**config.mk**
```make
export PLATFORM = sky130hd
export DESIGN_NAME = stdp_update_h1
export DESIGN_NICKNAME = d
export VERILOG_FILES = /design/src/rtl/stdp_update_h1.sv
export SDC_FILE = /design/constraint.sdc
export NUM_CORES = 1
export LEC_CHECK = 0
export BUFFER_PORTS_ARGS = -buffer_cell sky130_fd_sc_hd__buf_4
export CAP_MARGIN = 20
export CORE_MARGIN = 5
export CORE_UTILIZATION = 35
export DETAILED_ROUTE_END_ITERATION = 10
export SLEW_MARGIN = 15
export SYNTH_ARGS = -nofsm -noshare
export SYNTH_HDL_FRONTEND = slang
export SYNTH_SLANG_ARGS = --single-unit
```
**constraint.sdc**
```tcl
create_clock -name clk -period 4.8 [get_ports clk]
set_clock_uncertainty 0.15 [all_clocks]
set_input_delay 1.2 -clock clk [delete_from_list [all_inputs] [get_ports clk]]
set_output_delay 1.2 -clock clk [all_outputs]
set_load 0.01 [all_outputs]
```
**src/rtl/stdp_update_h1.sv**
```systemverilog
// Pair-based STDP weight updater: tracks spike ages, addresses two external
// registered LUTs, then applies a clamped weight change three cycles after a step.
module stdp_update_h1 #(
   parameter int unsigned  W    = 24,
   parameter logic [W-1:0] WMAX = W'(24'h00FFFF),
   parameter logic [W-1:0] WMIN = '0
) (
   input  logic         clk,
   input  logic         rst,
   input  logic         step,
   input  logic         pre_spike,
   input  logic         post_spike,
   input  logic         load,
   input  logic [W-1:0] w_in,
   output logic [7:0]   lutp_addr,
   output logic [7:0]   lutm_addr,
   input  logic [W-1:0] lutp_data,
   input  logic [W-1:0] lutm_data,
   output logic [W-1:0] weight,
   output logic         upd_valid,
   output logic         busy,
   output logic         ovf
);

   typedef enum logic [1:0] {StIdle, StLookup, StApply} state_e;

   state_e         state_q, state_d;
   logic [7:0]     pre_age_q, pre_age_d;
   logic [7:0]     post_age_q, post_age_d;
   logic           pre_seen_q, pre_seen_d;
   logic           post_seen_q, post_seen_d;
   logic [7:0]     lutp_addr_q, lutp_addr_d;
   logic [7:0]     lutm_addr_q, lutm_addr_d;
   logic [W-1:0]   weight_q, weight_d;
   logic           upd_valid_q, upd_valid_d;
   logic           ovf_q, ovf_d;

   logic [7:0]     dt_pre, dt_post;
   logic signed [W+1:0] sum;
   logic signed [W+1:0] wmax_ext, wmin_ext;

   // Two extra bits keep the sum exact across both overflow and underflow.
   assign sum = $signed({2'b00, weight_q}) + $signed({2'b00, lutp_data})
              - $signed({2'b00, lutm_data});
   assign wmax_ext = $signed({2'b00, WMAX});
   assign wmin_ext = $signed({2'b00, WMIN});

   assign dt_pre  = (post_age_q == 8'hFF) ? 8'hFF : post_age_q + 8'd1;
   assign dt_post = (pre_age_q == 8'hFF) ? 8'hFF : pre_age_q + 8'd1;

   always_comb begin
      state_d     = state_q;
      pre_age_d   = pre_age_q;
      post_age_d  = post_age_q;
      pre_seen_d  = pre_seen_q;
      post_seen_d = post_seen_q;
      lutp_addr_d = lutp_addr_q;
      lutm_addr_d = lutm_addr_q;
      weight_d    = weight_q;
      upd_valid_d = 1'b0;
      ovf_d       = ovf_q;

      // A step is dropped whenever it cannot be accepted: busy, or colliding with load.
      if (step && ((state_q != StIdle) || load)) begin
         ovf_d = 1'b1;
      end

      unique case (state_q)
         StIdle: begin
            if (load) begin
               weight_d = w_in;
            end else if (step) begin
               pre_age_d   = pre_spike  ? 8'd0
                           : ((pre_age_q == 8'hFF) ? 8'hFF : pre_age_q + 8'd1);
               post_age_d  = post_spike ? 8'd0
                           : ((post_age_q == 8'hFF) ? 8'hFF : post_age_q + 8'd1);
               // Seen flags update after addressing, so same-step pairs do not match.
               lutp_addr_d = (post_spike && pre_seen_q) ? dt_post : 8'd0;
               lutm_addr_d = (pre_spike && post_seen_q) ? dt_pre : 8'd0;
               pre_seen_d  = pre_seen_q | pre_spike;
               post_seen_d = post_seen_q | post_spike;
               if (pre_spike || post_spike) begin
                  state_d = StLookup;
               end
            end
         end
         StLookup: begin
            state_d = StApply;
         end
         StApply: begin
            if (sum > wmax_ext) begin
               weight_d = WMAX;
            end else if (sum < wmin_ext) begin
               weight_d = WMIN;
            end else begin
               weight_d = sum[W-1:0];
            end
            upd_valid_d = 1'b1;
            lutp_addr_d = 8'd0;
            lutm_addr_d = 8'd0;
            state_d     = StIdle;
         end
         default: begin
            state_d = StIdle;
         end
      endcase
   end

   always_ff @(posedge clk) begin
      if (rst) begin
         state_q     <= StIdle;
         pre_age_q   <= 8'd0;
         post_age_q  <= 8'd0;
         pre_seen_q  <= 1'b0;
         post_seen_q <= 1'b0;
         lutp_addr_q <= 8'd0;
         lutm_addr_q <= 8'd0;
         weight_q    <= '0;
         upd_valid_q <= 1'b0;
         ovf_q       <= 1'b0;
      end else begin
         state_q     <= state_d;
         pre_age_q   <= pre_age_d;
         post_age_q  <= post_age_d;
         pre_seen_q  <= pre_seen_d;
         post_seen_q <= post_seen_d;
         lutp_addr_q <= lutp_addr_d;
         lutm_addr_q <= lutm_addr_d;
         weight_q    <= weight_d;
         upd_valid_q <= upd_valid_d;
         ovf_q       <= ovf_d;
      end
   end

   assign lutp_addr = lutp_addr_q;
   assign lutm_addr = lutm_addr_q;
   assign weight    = weight_q;
   assign upd_valid = upd_valid_q;
   assign busy      = (state_q != StIdle);
   assign ovf       = ovf_q;

endmodule
```
* After elaboration in Yosys (flattened, before gate mapping)
Index checks and enable logic that the tools add are counted.
Storage, ports and cells: bits in registers 62, input bits 78, memories 0, logic and storage cells 60, bits in latches 0, output and inout port bits 43, ROM bits 0, memory bits (writable) 0
Cells by class: divide/modulo/power cells 0, add/subtract/negate cells 4, bitwise operators 3, reductions and logical operators 12, eq/ne operators 8, shift operators 0, multiply operators 0, magnitude comparators 2, mux-type cells 21
Operators by type and width (count):
- 8-bit two-way mux | 10
- 24-bit two-way mux | 3
- 24-bit case mux with 2 select lines | 1
- 8-bit case mux with 2 select lines | 2
- 26-bit by 17-bit greater-than comparator with 1-bit output (second input constant) | 1
- 26-bit by 1-bit less-than comparator with 1-bit output (second input constant) | 1
- 25-bit by 24-bit subtractor with 26-bit output | 1
- 24-bit by 24-bit adder with 25-bit output | 1
- 8-bit by 1-bit adder with 8-bit output (second input constant) | 2
- 8-bit == test (second input constant) | 2
- 3-bit AND reduction | 3
- 2-bit inequality test (second input constant) | 4
- 2-bit two-way mux | 3
- 2-bit case mux with 2 select lines | 1
- 2-bit nonzero test | 2
- 1-bit logical AND | 3
- 2-bit by 1-bit == test with 1-bit output (second input constant) | 1
- 2-bit == test (second input constant) | 1
- 2-bit zero test | 1
- 1-bit logical OR | 2
- 1-bit OR | 2
- 2-bit AND reduction | 1
- 1-bit two-way mux | 1
- 1-bit NOT | 1

* Longest topological paths before layout
depth after elaboration 6, depth in mapped cells 15

* Worst setup path after synthesis
Ideal clock, no wire load.
kind input to register, start point in lutp_data[1], end point reg weight_q[6] (netlist: weight[6]), data arrival time 3.891 ns, buffers on the path 0, stages on the path 12, setup slack 0.625 ns, cell sequence inv_1 fa_1 fa_1 nand2b_1 a211oi_2 o21ai_2 and4_1 a311oi_2 o211a_1 nand4_2 o21ba_1 o22ai_1
On the way: longest elaborated chain between the ends 6
Ends and longest elaborated chain:
- start: declaration | line 17 | input logic [W-1:0] lutp_data,
- 24-bit by 24-bit adder with 25-bit output (*) | line 43 | assign sum = $signed({2'b00, weight_q}) + $signed({2'b00, lutp_data})
- 25-bit by 24-bit subtractor with 26-bit output (*) | line 44 | - $signed({2'b00, lutm_data});
- 26-bit by 1-bit less-than comparator with 1-bit output | line 93 | end else if (sum < wmin_ext) begin
- 24-bit two-way mux | line 93
- 24-bit two-way mux (*) | line 91 | if (sum > wmax_ext) begin
- 24-bit case mux with 2 select lines (*) | line 68 | unique case (state_q)
- end signal: assignment | line 129 | weight_q <= weight_d;
- end: declaration | line 34 | logic [W-1:0] weight_q, weight_d;
Mark *: on every way between the ends. The rest lies on a longest branch, timed or not. A chain may end at the register's enable or synchronous reset.

* Worst setup path in the final report
start point in lutp_data[1], end point reg weight_q[7] (netlist: weight[7])
The elaborated chain is that of the path after synthesis.

==> reports/summary.log <==
INFO  outcome        status=finished clean
INFO  clock_tree     clk_latency_worst_skew_pair=330ps
INFO  routing        wl_per_cell=15.0um
INFO  logic_synthesis synth_edf_count=0
INFO  logic_synthesis synth.top_cell.area_share=0.256
INFO  finish         n_antenna_cell=0
INFO  finish         drive_gt1_frac=0.207
INFO  finish         fillerInstances=1,369
INFO  sta            hold_slack=316ps
INFO  routing        drt_iter0_drc=237
INFO  worst_setup_path critical_path_peak_fanout=8
INFO  sta            timing.final.max_slew_violations=0
INFO  logic_synthesis yosys_most_used_dff=dfxtp_1
INFO  clock_tree     ctsHoldBuffers=0
INFO  place          number_of_buffers_added_on_ports=120
INFO  global_route   groute.usage.overall=0.172
INFO  clock_tree     cts_tree=done
INFO  sta            slew-limit-headroom=0.304
INFO  routing        firstDrtPassIters=5
INFO  routing        avgViaCountPerCell=5.10
INFO  clock_tree     cts-resized-gates=0
INFO  sta            worst-slew-pin-transition=1040ps
INFO  logic_synthesis synth_top_cells_by_area=dfxtp_1 (26%), fa_1 (9.9%), inv_1 (8.2%), ha_1 (7.0%), a21oi_1 (5.8%)
INFO  logic_synthesis netlist_instances=639
INFO  logic_synthesis synth_fp_nets=768
INFO  floorplanning  initial_core_util=0.353
INFO  finish         mostFrequentLayoutCell=buf_4
INFO  pwr            cellLeakagePower=2.95nW
INFO  routing        drc=0
INFO  worst_setup_path worstPathArrival=4360ps
INFO  worst_setup_path endpoint_kind=register
INFO  sta            final_cycle_share=0.898
INFO  global_route   grt_max_degree=50
INFO  clock_tree     clockBufferDepth=2
INFO  worst_setup_path worst_setup_path_startpoint=lutp_data[1]
INFO  sta            final_period_minus_worst_setup_slack=4310ps
INFO  hold_path      min_path_type=reg2reg
INFO  logic_synthesis flops_latches_synth=62
INFO  logic_synthesis synth.lib_cells_used.distinct=60
INFO  sta            max_freq=232MHz
INFO  floorplanning  design.die.area=16,300um^2
INFO  worst_setup_path r2r-start=weight[15]
INFO  logic_synthesis avgSynthCellArea=7.59um^2
INFO  floorplanning  core_area=13,700um^2
INFO  clock_tree     clk_pin_slew=60ps
INFO  clock_tree     cts.root.buffer_cell=clkbuf_16
INFO  clock_tree     number_of_clock_sinks=62
INFO  clock_tree     htree_num_levels=3
INFO  global_route   first_global_vias=4,838
INFO  sta            setup-tns-final=0ps
INFO  run            drv.max_cap_violation_count=0
INFO  worst_setup_path setup.worst_path.class=in2reg
INFO  sta            setup_viol=0
INFO  logic_synthesis post_synthesis_instance_area=4850um^2
INFO  floorplanning  die_h=128um
INFO  place          hpwlAfterDp=11,100um
INFO  worst_setup_path rrSetupSlack=1060ps
INFO  clock_tree     post_cts_setup_buffers=0
INFO  routing        postRouteWirelength=14,000um
INFO  finish         flow.area_growth_from_synthesis=28.0%
INFO  pwr            irDropWorstVdd=0.198mV
INFO  floorplanning  std_cell_rows=43
INFO  floorplanning  die_w=128um
INFO  global_route   leftover_overflow_at_the_end_of_global_routing=0
INFO  logic_synthesis synthDominantAreaCellType=dfxtp_1
INFO  global_route   antenna_found_initial=0
INFO  worst_setup_path cp-start-kind=input port
INFO  sta            hold_viol=0
INFO  routing        ant_nets=0
INFO  pwr            power_density=309nW/um^2
INFO  finish         layout_common_cells=buf_4 (123), inv_1 (106), nor2_1 (74)
INFO  floorplanning  floorplan.io_pins=121
INFO  worst_setup_path cp_data_required_time=4850ps
INFO  logic_synthesis synth-seq-area-share=0.256
INFO  routing        route.vias.total=4,770
INFO  logic_synthesis async_set_reset_flop_share_out_of_synthesis=0
INFO  place          routabilityCongestion=0.861
INFO  logic_synthesis yosys_warnings=0
INFO  finish         final_nets=879
INFO  clock_tree     tritoncts.num_buffers=9
INFO  hold_path      min-delay-start=state_q[1]
INFO  sta            rsz0062_at_grt=false
INFO  global_route   grt_pass1_wl=22,900um
==> final cells by class <==
class	instances	area [um^2]	share of cell area
Multi-Input combinational cell	448	3120	0.502
Sequential cell	62	1240	0.200
Timing Repair Buffer	123	923	0.149
Inverter	106	398	0.0641
Clock buffer	11	243	0.0391
Tap cell	180	225	0.0363
Clock inverter	5	58.8	0.00947
==> metal layers <==
layer / GRT usage / part of all wire
met1: 0.213 / 0.43
met2: 0.309 / 0.50
met3: 0.0371 / 0.058
met4: 0.0368 / 0.010
met5: 0 / 0
==> Yosys cell counts, drive strengths merged (8+ instances only) <==
master / number
clkbuf: 18
xor2: 8
nand3: 16
nor3: 8
dfxtp: 62
a22oi: 33
a21oi: 57
fa: 24
ha: 27
inv: 106
a31oi: 14
nand2: 66
xnor2: 13
nand2b: 8
o21ai: 21
nor2: 75
==> cells by family after synthesis <==
logic type	Yosys count	share of synthesized area
buf+inv	129	0.101
simple gates	203	0.190
compound gates	172	0.244
flops	62	0.256
mux	1	0.00206
fa+ha+maj	51	0.169
xor+xnor	21	0.0379
==> metrics by stage <==
stage / instance area [um^2] / util / setup slack [ps] / power [mW] / cells
final: 6210 / 0.452 / 488 / 1.92 / 935
after CTS: 6210 / 0.452 / 472 / 1.93 / 935
after detailed placement: 5910 / 0.430 / 134 / 1.26 / 919
after global routing: 6210 / 0.452 / 300 / 2.05 / 935
after floorplan: 4850 / - / 625 / 1.05 / 639
after global placement: 5910 / 0.430 / 233 / 1.25 / 919
==> flip-flops by register name, summed over array words and instances, names as in the netlist <==
name         flops
state_q          2
lutp_addr        8
weight          24
lutm_addr        8
pre_age_q        8
ovf              1
pre_seen_q       1
post_seen_q      1
post_age_q       8
upd_valid        1
==> worst max-delay path, cell delays in order <==
cell      delay [ps]
buf_4             80
inv_1             40
fa_1             520
fa_1             460
nand2b_1         240
a211oi_2         360
o2111a_1         240
or2_4            140
a221oi_2          60
nor4b_2          370
and3_1           210
o2111a_2         330
a31oi_1          110
==> report_power, final <==
part	internal [mW]	switching, mW	total [mW]
Clock	0.416	0.246	0.663
Combinational	0.299	0.406	0.704
Sequential	0.533	0.0157	0.549
==> path summary, 6_finish.rpt <==
check	end	depth (start not counted)
worst min register to register	state_q[1]	1
worst max-delay path	weight[7]	13
worst min-delay path	state_q[1]	1
worst max register to register	weight[6]	13
(Power assumes the default switching activity.)
